$ cat src/rtl/alu_pkg.sv
// Shared opcode and FSM state constants for the registered ALU.
// Imported by the top level and the testbench.
package alu_pkg;

    localparam logic [2:0] OP_ADD = 3'b000;
    localparam logic [2:0] OP_SUB = 3'b001;
    localparam logic [2:0] OP_AND = 3'b010;
    localparam logic [2:0] OP_OR  = 3'b011;
    localparam logic [2:0] OP_XOR = 3'b100;
    localparam logic [2:0] OP_SHL = 3'b101;
    localparam logic [2:0] OP_SHR = 3'b110;
    localparam logic [2:0] OP_MUL = 3'b111;

    localparam logic [1:0] ST_IDLE = 2'd0;
    localparam logic [1:0] ST_MUL  = 2'd1;
    localparam logic [1:0] ST_HOLD = 2'd2;

endpackage

$ cat src/rtl/registered_alu_if.sv
// Request/result bus of the registered ALU.
// master: a, b, F, cin, in_valid, out_ready out; ready, valid, result, flags in.
interface registered_alu_if #(
    parameter int WIDTH = 8
);

    logic [WIDTH-1:0] a;
    logic [WIDTH-1:0] b;
    logic [2:0]       F;
    logic             cin;
    logic             in_valid;
    logic             in_ready;
    logic             out_valid;
    logic             out_ready;
    logic [WIDTH-1:0] z;
    logic [WIDTH-1:0] z_hi;
    logic             cout;
    logic             ovf;
    logic             zero;
    logic             neg;

    modport master (
        output a, b, F, cin, in_valid, out_ready,
        input  in_ready, out_valid, z, z_hi, cout, ovf, zero, neg
    );

    modport slave (
        input  a, b, F, cin, in_valid, out_ready,
        output in_ready, out_valid, z, z_hi, cout, ovf, zero, neg
    );

endinterface

$ cat src/rtl/alu_mul_iter.sv
// Iterative shift-add unsigned multiplier, one multiplier bit per cycle.
// Ports: clk, rst_n, start, a, b in; done (one cycle), prod (2*WIDTH) out.
module alu_mul_iter #(
    parameter int WIDTH = 8
) (
    input  logic               clk,
    input  logic               rst_n,
    input  logic               start,
    input  logic [WIDTH-1:0]   a,
    input  logic [WIDTH-1:0]   b,
    output logic               done,
    output logic [2*WIDTH-1:0] prod
);

    localparam int CW = $clog2(WIDTH + 1);
    localparam logic [CW-1:0] LAST = CW'(WIDTH);

    logic [2*WIDTH-1:0] mcand;
    logic [WIDTH-1:0]   mplier;
    logic [2*WIDTH-1:0] acc;
    logic [CW-1:0]      cnt;
    logic               busy;

    always_ff @(posedge clk or negedge rst_n) begin
        if (!rst_n) begin
            mcand  <= '0;
            mplier <= '0;
            acc    <= '0;
            cnt    <= '0;
            busy   <= 1'b0;
        end else if (start) begin
            mcand  <= {{WIDTH{1'b0}}, a};
            mplier <= b;
            acc    <= '0;
            cnt    <= '0;
            busy   <= 1'b1;
        end else if (busy) begin
            // After WIDTH iterations the product sits in acc for one
            // cycle while done is high, then the unit goes idle.
            if (cnt == LAST) begin
                busy <= 1'b0;
            end else begin
                if (mplier[0]) begin
                    acc <= acc + mcand;
                end
                mcand  <= mcand << 1;
                mplier <= mplier >> 1;
                cnt    <= cnt + 1'b1;
            end
        end
    end

    assign done = busy && (cnt == LAST);
    assign prod = acc;

endmodule

$ cat src/rtl/registered_alu.sv
// Registered ALU: single-cycle ops plus an iterative multiply, valid/ready.
// Ports: clk, rst_n, bus (registered_alu_if.slave: operands, opcode, result, flags).
module registered_alu
    import alu_pkg::*;
#(
    parameter int WIDTH = 8,
    parameter int SHW   = $clog2(WIDTH)
) (
    input  logic clk,
    input  logic rst_n,
    registered_alu_if.slave bus
);

    localparam int MSB = WIDTH - 1;

    logic [1:0]         state;
    logic               accept;
    logic               is_mul;
    logic               mul_done;
    logic [2*WIDTH-1:0] prod;
    logic [WIDTH-1:0]   mul_lo;
    logic [WIDTH-1:0]   mul_hi;

    logic [WIDTH:0]     sum;
    logic [WIDTH:0]     diff;
    logic [SHW-1:0]     sh;
    logic [WIDTH-1:0]   nz;
    logic               ncout;
    logic               novf;

    logic [WIDTH-1:0]   z_q;
    logic [WIDTH-1:0]   z_hi_q;
    logic               cout_q;
    logic               ovf_q;
    logic               zero_q;
    logic               neg_q;

    // A held result can be retired and replaced on the same edge.
    assign bus.in_ready  = (state == ST_IDLE) ||
                           ((state == ST_HOLD) && bus.out_ready);
    assign bus.out_valid = (state == ST_HOLD);
    assign accept        = bus.in_valid && bus.in_ready;
    assign is_mul        = (bus.F == OP_MUL);

    alu_mul_iter #(
        .WIDTH (WIDTH)
    ) u_mul (
        .clk   (clk),
        .rst_n (rst_n),
        .start (accept && is_mul),
        .a     (bus.a),
        .b     (bus.b),
        .done  (mul_done),
        .prod  (prod)
    );

    assign mul_lo = prod[WIDTH-1:0];
    assign mul_hi = prod[2*WIDTH-1:WIDTH];

    always_comb begin
        sum   = {1'b0, bus.a} + {1'b0, bus.b} + {{WIDTH{1'b0}}, bus.cin};
        // Top bit of diff is the borrow out of a - b - cin.
        diff  = {1'b0, bus.a} - {1'b0, bus.b} - {{WIDTH{1'b0}}, bus.cin};
        sh    = bus.b[SHW-1:0];
        nz    = '0;
        ncout = 1'b0;
        novf  = 1'b0;
        unique case (bus.F)
            OP_ADD: begin
                nz    = sum[WIDTH-1:0];
                ncout = sum[WIDTH];
                novf  = (bus.a[MSB] == bus.b[MSB]) &&
                        (sum[MSB] != bus.a[MSB]);
            end
            OP_SUB: begin
                nz    = diff[WIDTH-1:0];
                ncout = ~diff[WIDTH];
                novf  = (bus.a[MSB] != bus.b[MSB]) &&
                        (diff[MSB] != bus.a[MSB]);
            end
            OP_AND:  nz = bus.a & bus.b;
            OP_OR:   nz = bus.a | bus.b;
            OP_XOR:  nz = bus.a ^ bus.b;
            OP_SHL:  nz = bus.a << sh;
            OP_SHR:  nz = bus.a >> sh;
            default: nz = '0;
        endcase
    end

    always_ff @(posedge clk or negedge rst_n) begin
        if (!rst_n) begin
            state  <= ST_IDLE;
            z_q    <= '0;
            z_hi_q <= '0;
            cout_q <= 1'b0;
            ovf_q  <= 1'b0;
            zero_q <= 1'b1;
            neg_q  <= 1'b0;
        end else begin
            unique case (state)
                ST_IDLE, ST_HOLD: begin
                    if (accept) begin
                        if (is_mul) begin
                            state <= ST_MUL;
                        end else begin
                            z_q    <= nz;
                            z_hi_q <= '0;
                            cout_q <= ncout;
                            ovf_q  <= novf;
                            zero_q <= ~|nz;
                            neg_q  <= nz[MSB];
                            state  <= ST_HOLD;
                        end
                    end else if ((state == ST_HOLD) && bus.out_ready) begin
                        state <= ST_IDLE;
                    end
                end
                ST_MUL: begin
                    if (mul_done) begin
                        z_q    <= mul_lo;
                        z_hi_q <= mul_hi;
                        cout_q <= 1'b0;
                        ovf_q  <= 1'b0;
                        zero_q <= ~|prod;
                        neg_q  <= mul_hi[MSB];
                        state  <= ST_HOLD;
                    end
                end
                default: state <= ST_IDLE;
            endcase
        end
    end

    assign bus.z    = z_q;
    assign bus.z_hi = z_hi_q;
    assign bus.cout = cout_q;
    assign bus.ovf  = ovf_q;
    assign bus.zero = zero_q;
    assign bus.neg  = neg_q;

endmodule

$ cat src/flat_wrapper.sv
// flat-port wrapper written by rule: the top's interface ports become plain ports
module registered_alu_flat import alu_pkg::*;
#(
    parameter int WIDTH = 8,
    parameter int SHW   = $clog2(WIDTH)
)
  (clk, rst_n, bus_a, bus_b, bus_F, bus_cin, bus_in_valid, bus_out_ready, bus_in_ready, bus_out_valid, bus_z, bus_z_hi, bus_cout, bus_ovf, bus_zero, bus_neg);
  registered_alu_if #(.WIDTH(WIDTH)) bus_i ();
  input  logic clk;
  input  logic rst_n;
  input wire logic [$bits(bus_i.a)-1:0] bus_a;
  input wire logic [$bits(bus_i.b)-1:0] bus_b;
  input wire logic [$bits(bus_i.F)-1:0] bus_F;
  input wire logic [$bits(bus_i.cin)-1:0] bus_cin;
  input wire logic [$bits(bus_i.in_valid)-1:0] bus_in_valid;
  input wire logic [$bits(bus_i.out_ready)-1:0] bus_out_ready;
  output wire logic [$bits(bus_i.in_ready)-1:0] bus_in_ready;
  output wire logic [$bits(bus_i.out_valid)-1:0] bus_out_valid;
  output wire logic [$bits(bus_i.z)-1:0] bus_z;
  output wire logic [$bits(bus_i.z_hi)-1:0] bus_z_hi;
  output wire logic [$bits(bus_i.cout)-1:0] bus_cout;
  output wire logic [$bits(bus_i.ovf)-1:0] bus_ovf;
  output wire logic [$bits(bus_i.zero)-1:0] bus_zero;
  output wire logic [$bits(bus_i.neg)-1:0] bus_neg;
  assign bus_i.a = bus_a;
  assign bus_i.b = bus_b;
  assign bus_i.F = bus_F;
  assign bus_i.cin = bus_cin;
  assign bus_i.in_valid = bus_in_valid;
  assign bus_i.out_ready = bus_out_ready;
  assign bus_in_ready = bus_i.in_ready;
  assign bus_out_valid = bus_i.out_valid;
  assign bus_z = bus_i.z;
  assign bus_z_hi = bus_i.z_hi;
  assign bus_cout = bus_i.cout;
  assign bus_ovf = bus_i.ovf;
  assign bus_zero = bus_i.zero;
  assign bus_neg = bus_i.neg;
  registered_alu #(.WIDTH(WIDTH), .SHW(SHW)) u_core (.clk(clk), .rst_n(rst_n), .bus(bus_i));
endmodule
$ cat config.mk
export PLATFORM = sky130hd
export DESIGN_NAME = registered_alu_flat
export DESIGN_NICKNAME = d
export VERILOG_FILES = /design/src/rtl/alu_pkg.sv /design/src/rtl/registered_alu_if.sv /design/src/rtl/alu_mul_iter.sv /design/src/rtl/registered_alu.sv /design/src/flat_wrapper.sv
export SDC_FILE = /design/constraint.sdc
export NUM_CORES = 1
export LEC_CHECK = 0
export CORE_MARGIN = 1
export CORE_UTILIZATION = 45
export DETAILED_ROUTE_END_ITERATION = 10
export PLACE_DENSITY_LB_ADDON = 0.15
export SLEW_MARGIN = 10
export SYNTH_ARGS = -nofsm -noshare
export SYNTH_HDL_FRONTEND = slang
export SYNTH_HIERARCHICAL = 1
export SYNTH_SLANG_ARGS = --single-unit
$ cat constraint.sdc
create_clock -name clk -period 2.5 [get_ports clk]
set_clock_uncertainty 0.2 [all_clocks]
set_input_delay 0.375 -clock clk [delete_from_list [all_inputs] [get_ports clk]]
set_output_delay 0.375 -clock clk [all_outputs]
set_load 0.02 [all_outputs]
# Word-level counts from Yosys, hierarchy flattened
# Cells that the tools add are included.
[word_totals]
elab_cells = 111
ramBits = 0
input_bits = 24
regBits = 67
rom_bits = 0
latchBits = 0
out_inout_bits = 22
mem_count = 0
[op_classes]
multipliers = 0
reduce_logical = 21
n_addsub = 6
n_mux = 47
order_cmp = 0
n_eq_ne = 19
div = 0
bitwise = 4
n_shift = 2
[op_table]
columns = ["operator", "n"]
rows = [
  ["$mux W16", 7],
  ["$mux W8", 9],
  ["$pmux W8 S7", 1],
  ["$pmux W8 S2", 2],
  ["$add A16 B16 Y16", 1],
  ["$reduce_or A16 Y1", 1],
  ["$mux W1", 14],
  ["$eq A3 B3 Y1 const B", 4],
  ["$mux W4", 3],
  ["$pmux W1 S2", 6],
  ["$add A8 B8 Y9", 1],
  ["$add A9 B1 Y9", 1],
  ["$sub A8 B8 Y9", 1],
  ["$sub A9 B1 Y9", 1],
  ["$and A8 B8 Y8", 1],
  ["$mux W2", 4],
  ["$or A8 B8 Y8", 1],
  ["$reduce_or A8 Y1", 1],
  ["$shl A8 B3 Y8", 1],
  ["$shr A8 B3 Y8", 1],
  ["$xor A8 B8 Y8", 1],
  ["$eq A3 B2 Y1 const B", 2],
  ["$logic_and A1 B1 Y1", 6],
  ["$reduce_bool A2 Y1", 3],
  ["other kinds (20)", 26],
]

# Logic depth before layout (Yosys ltp)
# Gate-level depths: netlist (run 1).
[logic_depth]
ltp_word = 8
mapped_depth = 12
depth_no_buf = 11

# Hierarchy
# Netlist (run 1), hierarchy kept.
[modules_own_cells]
columns = ["mod", "cells_each", "seq_area_each_um2", "area_each_um2", "n_inst"]
rows = [
  ["registered_alu", 373, 551.8, 2951.6, 1],
  ["alu_mul_iter", 294, 1126.1, 2713.9, 1],
]

# Least setup slack after synthesis (run 1)
# OpenSTA, ideal clock, no wires.
[synth_timing]
kind = "input -> register"
start = "input port bus_b[0]"
end = "register u_core.ovf_q (netlist: u_core/bus.ovf)"
path_stages = 11
arrival_time_ns = 2.761
path_buffers = 2
required_time_ns = 2.178
path_slack_ns = -0.582
setup_ns = 0.122
path_cell_list = "buf_6 > buf_4 > inv_1 > fa_1 > ha_1 > o21ai_0 > a21oi_1 > mux2i_1 > o311ai_0 > a311o_1 > a32o_1"
[synth_via]
elab_chain_cells = 8
word_cells_on_any_way = 12
cone_classes = "add/sub (4); eq/ne (2); mux (4); reduce/logical (2)"
[synth_rtl]
columns = ["item", "line_no", "source"]
rows = [
  ["from (decl)", "flat_wrapper.sv:12", "input wire logic [$bits(bus_i.b)-1:0] bus_b;"],
  ["$sub A8 B8 Y9 or $add A8 B8 Y9 (tied branches)", "registered_alu.sv:63, registered_alu.sv:61", ""],
  ["$sub A9 B1 Y9 or $add A9 B1 Y9 (tied branches)", "registered_alu.sv:63, registered_alu.sv:61", ""],
  ["$ne A1 B1 Y1 (on tied branches)", "registered_alu.sv:79, registered_alu.sv:73", ""],
  ["$logic_and A1 B1 Y1 (on tied branches)", "registered_alu.sv:78, registered_alu.sv:72", ""],
  ["$pmux W1 S2 (*)", "registered_alu.sv:68", "unique case (bus.F)"],
  ["$mux W1 (*)", "registered_alu.sv:103", "if (is_mul) begin"],
  ["$mux W1 (*)", "registered_alu.sv:102", "if (accept) begin"],
  ["$pmux W1 S2 (*)", "registered_alu.sv:100", "unique case (state)"],
  ["to (signal assigned)", "registered_alu.sv:109", "ovf_q <= novf;"],
  ["to (decl)", "registered_alu.sv:34", "logic ovf_q;"],
]
# Mark *: on every way between the ends. The rest lies on a longest branch, timed or not. The select of a mux whose other input is x is not followed.
# A chain may end at the register's enable or synchronous reset.

# Final worst setup path (run 1)
[layout_timing]
start = "input port bus_F[0]"
end = "register u_core.zero_q (netlist: u_core/bus.zero)"
[layout_via]
elab_chain_cells = 7
word_cells_on_any_way = 16
cone_classes = "eq/ne (8); mux (4); reduce/logical (4)"
[layout_rtl]
columns = ["item", "line_no", "source"]
rows = [
  ["from (decl)", "flat_wrapper.sv:13", "input wire logic [$bits(bus_i.F)-1:0] bus_F;"],
  ["$eq A3 B3 Y1, or another cell as far along", "registered_alu.sv:68", ""],
  ["$pmux W8 S7", "registered_alu.sv:68", ""],
  ["$reduce_or A8 Y1", "registered_alu.sv:110", "zero_q <= ~|nz;"],
  ["$logic_not A1 Y1", "registered_alu.sv:110", ""],
  ["$mux W1", "registered_alu.sv:103", ""],
  ["$mux W1", "registered_alu.sv:102", ""],
  ["$pmux W1 S2", "registered_alu.sv:100", ""],
  ["to (signal assigned)", "registered_alu.sv:110", ""],
  ["to (signal assigned)", "registered_alu.sv:124", "zero_q <= ~|prod;"],
  ["to (decl)", "registered_alu.sv:35", "logic zero_q;"],
]
# Parallel ways exist; a longest one is shown, timed or not. The select of a mux whose other input is x is not followed.

==> metrics.yaml, run 1 <==
floorplanning:
  die_x_um: 114.2
  start_util: 0.4658
  ios: 46
  die_y_um: 114.2
  dieArea_sq_um: 13040
  rows: 40
  coreArea_sq_um: 12160
worst_setup_path:
  worstSetupPathType: "in2reg"
  crit_path_max_fanout: 14
  critPathRequiredTime_ps: 2550
  cpLargestDelayFamily: "buffers and inverters"
  ff2ff_path_depth: 8
  worst-path-buf-inv: 4
  slowest_stage: "clkdlybuf4s50_1"
  startpoint_type: "input port"
  end_kind: "flip-flop"
  critical-path-max-stage-delay_ps: 580
  crit_path_cell_trace: "clkdlybuf4s50_1 -> buf_4 -> nor3b_1 -> buf_4 -> buf_4 -> a21oi_1 -> nand4_1 -> nor3_1 -> nand4_1 -> o31ai_2"
  cpMostUsedCell: "buf_4"
  crit_cells: 10
  worstPathArrival_ps: 2620
finish:
  multi_input_area_sq_um: 4066
  final_common_cell: "buf_4"
  regArea_sq_um: 1678
  area_growth_pct: 37.90
  utilization: 0.6424
  drive_gt1_frac: 0.2898
  fin_nets: 883
  n_antenna_cell: 0
  fill_cells: 1101
  mostFrequentLayoutCells: "116 x buf_4, 94 x nand2_1, 66 x dfrtp_1, 46 x nor2_1, 43 x a21oi_1"
sta:
  setup_ws_ps: -70.63
  worst_pin_slew_ps: 580.9
  hold_violations: 0
  fmax_mhz: 389.0
  relSlewSlack: 0.6118
  slew_violations: 0
  hold_slack_ps: 232.8
  rsz0062_at_grt: "yes"
  fin_crit_sh: 1.028
  finalSetupTns_ps: -70.63
  setup_viol: 1
  min_period_ps: 2571
power_and_ir_drop:
  max-vdd-ir-drop_v: 0.0006027
  power_density_nw_per_um2: 778.4
  p_leak_nw: 3.586
  power_mw: 6.081
  power_frac_clock: 0.225
  switchingPower_mw: 2.381
  p_int_mw: 3.701
  swShare: 0.3915
  power_frac_seq: 0.290
  p_comb_frac: 0.485
route:
  num_vias: 5549
  ant_nets: 0
  firstDrtPassIters: 5
  drt_drc_violations_left: 0
  viasPerCell: 5.668
  drt_iter0_drc: 378
  routedWlPerCell_um: 18.14
  wirelength_um: 17760
synth:
  synth_fp_nets: 744
  synth-compound-area-share: 0.2164
  ys_seq_elements: 67
  synth_top_family_by_area: "compound AO/OA/AOI/OAI gates"
  yosysWarnings: 6
  synth.area.top_cells: "dfrtp_1 29%, ha_1 11%, nand2_1 6.2%"
  yosys.area_share.adder: 0.1237
  ys_seq_area_frac: 0.2962
  synthMuxAreaShare: 0.08746
  synth_area_sq_um: 5665
  synthSimpleGateAreaFrac: 0.1937
  synthCells: 667
  synth_flop_cell: "dfrtp_1"
  yosys.area_share.xor_xnor: 0.02628
  syn-mean-instance-area_sq_um: 8.494
  synth_top_area_frac: 0.2915
  synth.distinct_cells: 71
  async_reset_ff_frac: 1.000
  synth_top_cell_by_area: "dfrtp_1"
  synth-edff-count: 0
global_route:
  grt_overflow_total: 0
  grt_max_degree: 55
  grt_util_all_layers: 0.2847
  antenna_found_initial: 0
  grt_pass1_vias: 5305
  grt_first_pass_wirelength_um: 28220
hold_path:
  min_path_type: "in2async"
place:
  gp_congestion: 0.9061
  port_buffers: 45
  dp_hpwl_um: 13850
clocking:
  cts-buffers-inserted: 9
  worst_skew_pair.late_latency_ps: 330
  tritoncts: "built"
  clock-sinks: 67
  clk_pin_slew_ps: 60
  htreeDepth: 3
  cts_root_buffer: "clkbuf_16"
  clockBufferDepth: 2
run_status:
  failed_checks: "negative setup slack"
  status: "finished, violations left"
flow_run:
  drv_cap: 0
[synth_stat cells (all sizes together) (2+ instances only)]
cell,count
a221oi,3
mux2,3
nor3b,3
o211ai,6
nand3,17
nand2b,15
a21o,12
mux4,8
nand2,94
a22oi,2
a221o,2
o21bai,3
nor4,5
and3,8
a211o,5
buf,16
or4,2
a31oi,4
a211oi,19
clkbuf,22
o311a,2
nor3,8
a2bb2oi,2
xor2,6
fa,5
o21ai,50
and2,3
xnor2,11
o21a,6
or3,4
dfrtp,66
nor2,50
o31ai,5
a21oi,46
ha,48
nand4,8
nand3b,5
o22ai,6
o2111ai,2
inv,39
nor2b,7
mux2i,27
[power by group through the flow]
stage	registers (mW)	clock network, mW	logic (mW)
detailed placement	1.77	0	2.76
finish	1.76	1.37	2.95
CTS	1.75	1.39	2.87
global placement	1.76	0	2.68
global route	1.81	1.44	3.22
floorplan	1.74	0	1.76
[layer usage]
layer / vias to the layer above / share of wire / track usage
met5: - / 0 / 0
met4: 0 / 0.0089 / 0.05801
met3: 16 / 0.056 / 0.03653
met2: 198 / 0.45 / 0.4501
met1: 2675 / 0.49 / 0.4174
li1: 2660 / - / -
[area by class of cell]
class / instances / share of cell area
clock buffer: 10 / 0.03059
clock inverter: 6 / 0.01137
inverter: 39 / 0.01922
multi-input combinational: 523 / 0.5205
sequential: 67 / 0.2148
tap: 168 / 0.02691
timing repair buffer: 166 / 0.1766
[path summary, 6_finish.rpt]
path | startpoint | endpoint | slack (ps)
max in group asynchronous | rst_n | u_core/u_mul/mplier[7] | 1090
hold reg to reg | u_core/bus.z_hi[1] | u_core/bus.z_hi[1] | 260
hold / removal | rst_n | u_core/bus.cout | 230
setup / recovery | bus_F[0] | u_core/bus.zero | -70
min in group clk | bus_a[0] | u_core/u_mul/mcand[0] | 230
setup reg to reg | u_core/u_mul/mcand[12] | u_core/u_mul/prod[15] | 80
[per-stage QoR]
| stage | setup slack (ps) | std cells | cell area [sq um] |
|---|---|---|---|
| after detailed placement | -1041 | 958 | 7077 |
| after floorplan | -402.2 | 667 | 5708 |
| after CTS | -65.16 | 979 | 7714 |
| final | -70.63 | 979 | 7812 |
| after global placement | -1002 | 958 | 7077 |
| after global routing | -178.0 | 979 | 7812 |
[kinds of logic (layout without fill, tap and decap cells)]
group	Yosys count	after routing
xor+xnor	17	17
mux	38	38
compound gates	181	181
flops	67	67
simple gates	234	234
buf+inv	77	221
fa+ha+maj	53	53
[registers in the layout, indices dropped and copies added (netlist names)]
register             flops
u_core/bus.neg           1
u_core/bus.ovf           1
u_core/state             2
u_core/u_mul/busy        1
u_core/u_mul/cnt         4
u_core/u_mul/prod       16
u_core/bus.z_hi          8
u_core/u_mul/mcand      16
u_core/bus.zero          1
u_core/u_mul/mplier      8
u_core/bus.z             8
u_core/bus.cout          1
[repair_timing]
item | in CTS | in global routing
gates resized for setup | 90 | 31
hold endpoints to repair | 20 | 0
setup endpoints to repair | 12 | 14
buffers inserted | 4 | 1
pin swaps | 22 | 21
hold buffers | 1 | 0
Power figures use the tool's default switching activity.
==> run 2, diff against run 1 <==
--- a/config.mk
+++ b/config.mk
@@ -5,9 +5,10 @@
 export SDC_FILE = /design/constraint.sdc
 export NUM_CORES = 1
 export LEC_CHECK = 0
-export CORE_MARGIN = 1
+export CORE_MARGIN = 4
 export CORE_UTILIZATION = 45
 export DETAILED_ROUTE_END_ITERATION = 10
+export GPL_TIMING_DRIVEN = 0
 export PLACE_DENSITY_LB_ADDON = 0.15
 export SLEW_MARGIN = 10
 export SYNTH_ARGS = -nofsm -noshare
==> run 2 against run 1 <==
Effect of this change: the flow still finishes with violations (negative setup slack); combinational power decreased by 7.1%; first-iteration DRC count increased by 9.3%; sequential power about the same; non-clock buffer count decreased by 59; critical path type unchanged; routed wire length decreased by 5.5%; die area increased by 11%; via count decreased by 3.6%.
==> metrics.yaml, run 2 (synthesis gave the netlist of run 1 again) <==
power_and_ir_drop:
  power_density_nw_per_um2: 785.6
  power_mw: 5.726
  max-vdd-ir-drop_v: 0.0003999
  p_leak_nw: 3.202
run_status:
  failed_checks: "negative setup slack"
  status: "finished, violations left"
sta:
  rsz0062_at_grt: "yes"
  setup_viol: 10
  setup_ws_ps: -173.0
  hold_slack_ps: 134.7
  min_period_ps: 2673
  fin_crit_sh: 1.069
  relSlewSlack: 0.5008
  slew_violations: 0
  worst_pin_slew_ps: 747.2
  fmax_mhz: 374.1
  hold_violations: 0
floorplanning:
  ios: 46
  coreArea_sq_um: 12160
  rows: 40
  start_util: 0.4658
  die_y_um: 120.2
  die_x_um: 120.2
  dieArea_sq_um: 14450
flow_run:
  drv_cap: 0
global_route:
  grt_overflow_total: 0
  antenna_found_initial: 0
  grt_max_degree: 66
  grt_util_all_layers: 0.2312
  grt_first_pass_wirelength_um: 26660
  use_met3: 0.04724
  busiest_layer: "met2"
  grtUsageMet2: 0.3527
  grt_pass1_vias: 5144
  met1_usage: 0.3361
clocking:
  worst_skew_pair.late_latency_ps: 330
  clock-sinks: 67
  cts-buffers-inserted: 9
  htreeDepth: 3
  clk_pin_slew_ps: 60
  tritoncts: "built"
  cts_root_buffer: "clkbuf_16"
  clockBufferDepth: 2
route:
  routedWlPerCell_um: 18.25
  wirelength_um: 16790
  drt_iter0_drc: 413
  num_vias: 5349
  drt_drc_violations_left: 0
  firstDrtPassIters: 5
  ant_nets: 0
  viasPerCell: 5.814
worst_setup_path:
  worstPathArrival_ps: 2720
  rrSetupSlack_ps: 50
  rr_endpoint: "u_core/u_mul/prod[12]"
  ff2ff_path_depth: 9
  timing.rr.start: "u_core/u_mul/prod[0]"
  startpoint_type: "input port"
  critPathRequiredTime_ps: 2550
  critPathCapture: "u_core/bus.zero"
  timing.critical_path.from: "bus_b[0]"
  worstSetupPathType: "in2reg"
  crit_path_max_fanout: 3
  end_kind: "flip-flop"
place:
  port_buffers: 45
  gp_congestion: 0.9011
  dp_hpwl_um: 12490
finish:
  area_growth_pct: 28.67
  fill_cells: 1096
  fin_nets: 824
  n_antenna_cell: 0
  drive_gt1_frac: 0.2314
  mostFrequentLayoutCells: "94 x nand2_1, 63 x dfrtp_1, 44 x nor2_1, 40 x a21oi_1, 33 x inv_1"
  final_common_cell: "nand2_1"
hold_path:
  min_path_type: "in2reg"
==> run 2: critical path, cell delays in order <==
cell     delay [ps]
buf_8           100
buf_6           110
fa_2            550
ha_1            240
xnor2_1         130
o22ai_1         120
a22oi_1         200
nand4_1         290
nor3_2          250
nand4_1         150
o31ai_2         190
==> run 2: repair_timing <==
item	in CTS	in global routing
resized for setup	117	65
hold buffers	1	0
endpoints found under the hold margin	66	0
endpoints found under the setup margin	65	34
pin swaps	25	32
setup buffers	14	12
==> run 2: per-stage QoR <==
step                setup slack [ps]  TNS (ps)  area [sq um]  utilization  instances
finish                        -173.0    -922.2          7289       0.5994        920
global route                  -270.6     -1659          7289       0.5994        920
CTS                           -180.8     -1054          7057       0.5802        909
detailed placement             -1576    -45650          6394       0.5257        881
global placement               -1564   -132450          6369       0.5237        880
floorplan                     -402.2     -3198          5708            -        667
==> run 2: how the worst min path moves through the flow <==
stage                        from                endpoint  depth (start not counted)
2_1_floorplan               rst_n         u_core/bus.cout                          0
3_3_place_gp   u_core/bus.z_hi[7]      u_core/bus.z_hi[7]                          2
3_5_place_dp                rst_n          u_core/bus.ovf                          1
4_1_cts                  bus_a[3]   u_core/u_mul/mcand[3]                          3
5_1_grt                  bus_b[2]  u_core/u_mul/mplier[2]                          3
6_report                 bus_a[0]   u_core/u_mul/mcand[0]                          3
==> run 2: cell type report <==
| class | count | area, sq um | share of cell area |
|---|---|---|---|
| buffer | 34 | 205.2 | 0.02815 |
| clock buffer | 11 | 252.7 | 0.03467 |
| clock inverter | 5 | 36.28 | 0.004978 |
| inverter | 39 | 153.9 | 0.02111 |
| multi-input combinational | 523 | 4088 | 0.5608 |
| sequential | 67 | 1682 | 0.2307 |
| tap | 168 | 210.2 | 0.02884 |
| timing repair buffer | 73 | 661.9 | 0.09080 |
==> run 2: routing by layer <==
layer  vias to the layer above  part of all wire
li1                       2543                 -
met1                      2589              0.47
met2                       202              0.45
met3                        15             0.072
met4                         0            0.0099
met5                         -                 0
==> run 2: power by group <==
group	total, mW	switching, mW	internal, mW	leakage (nW)
combinational	2.74	1.52	1.22	2.19
clock	1.20	0.474	0.726	0.134
sequential	1.79	0.348	1.44	0.874
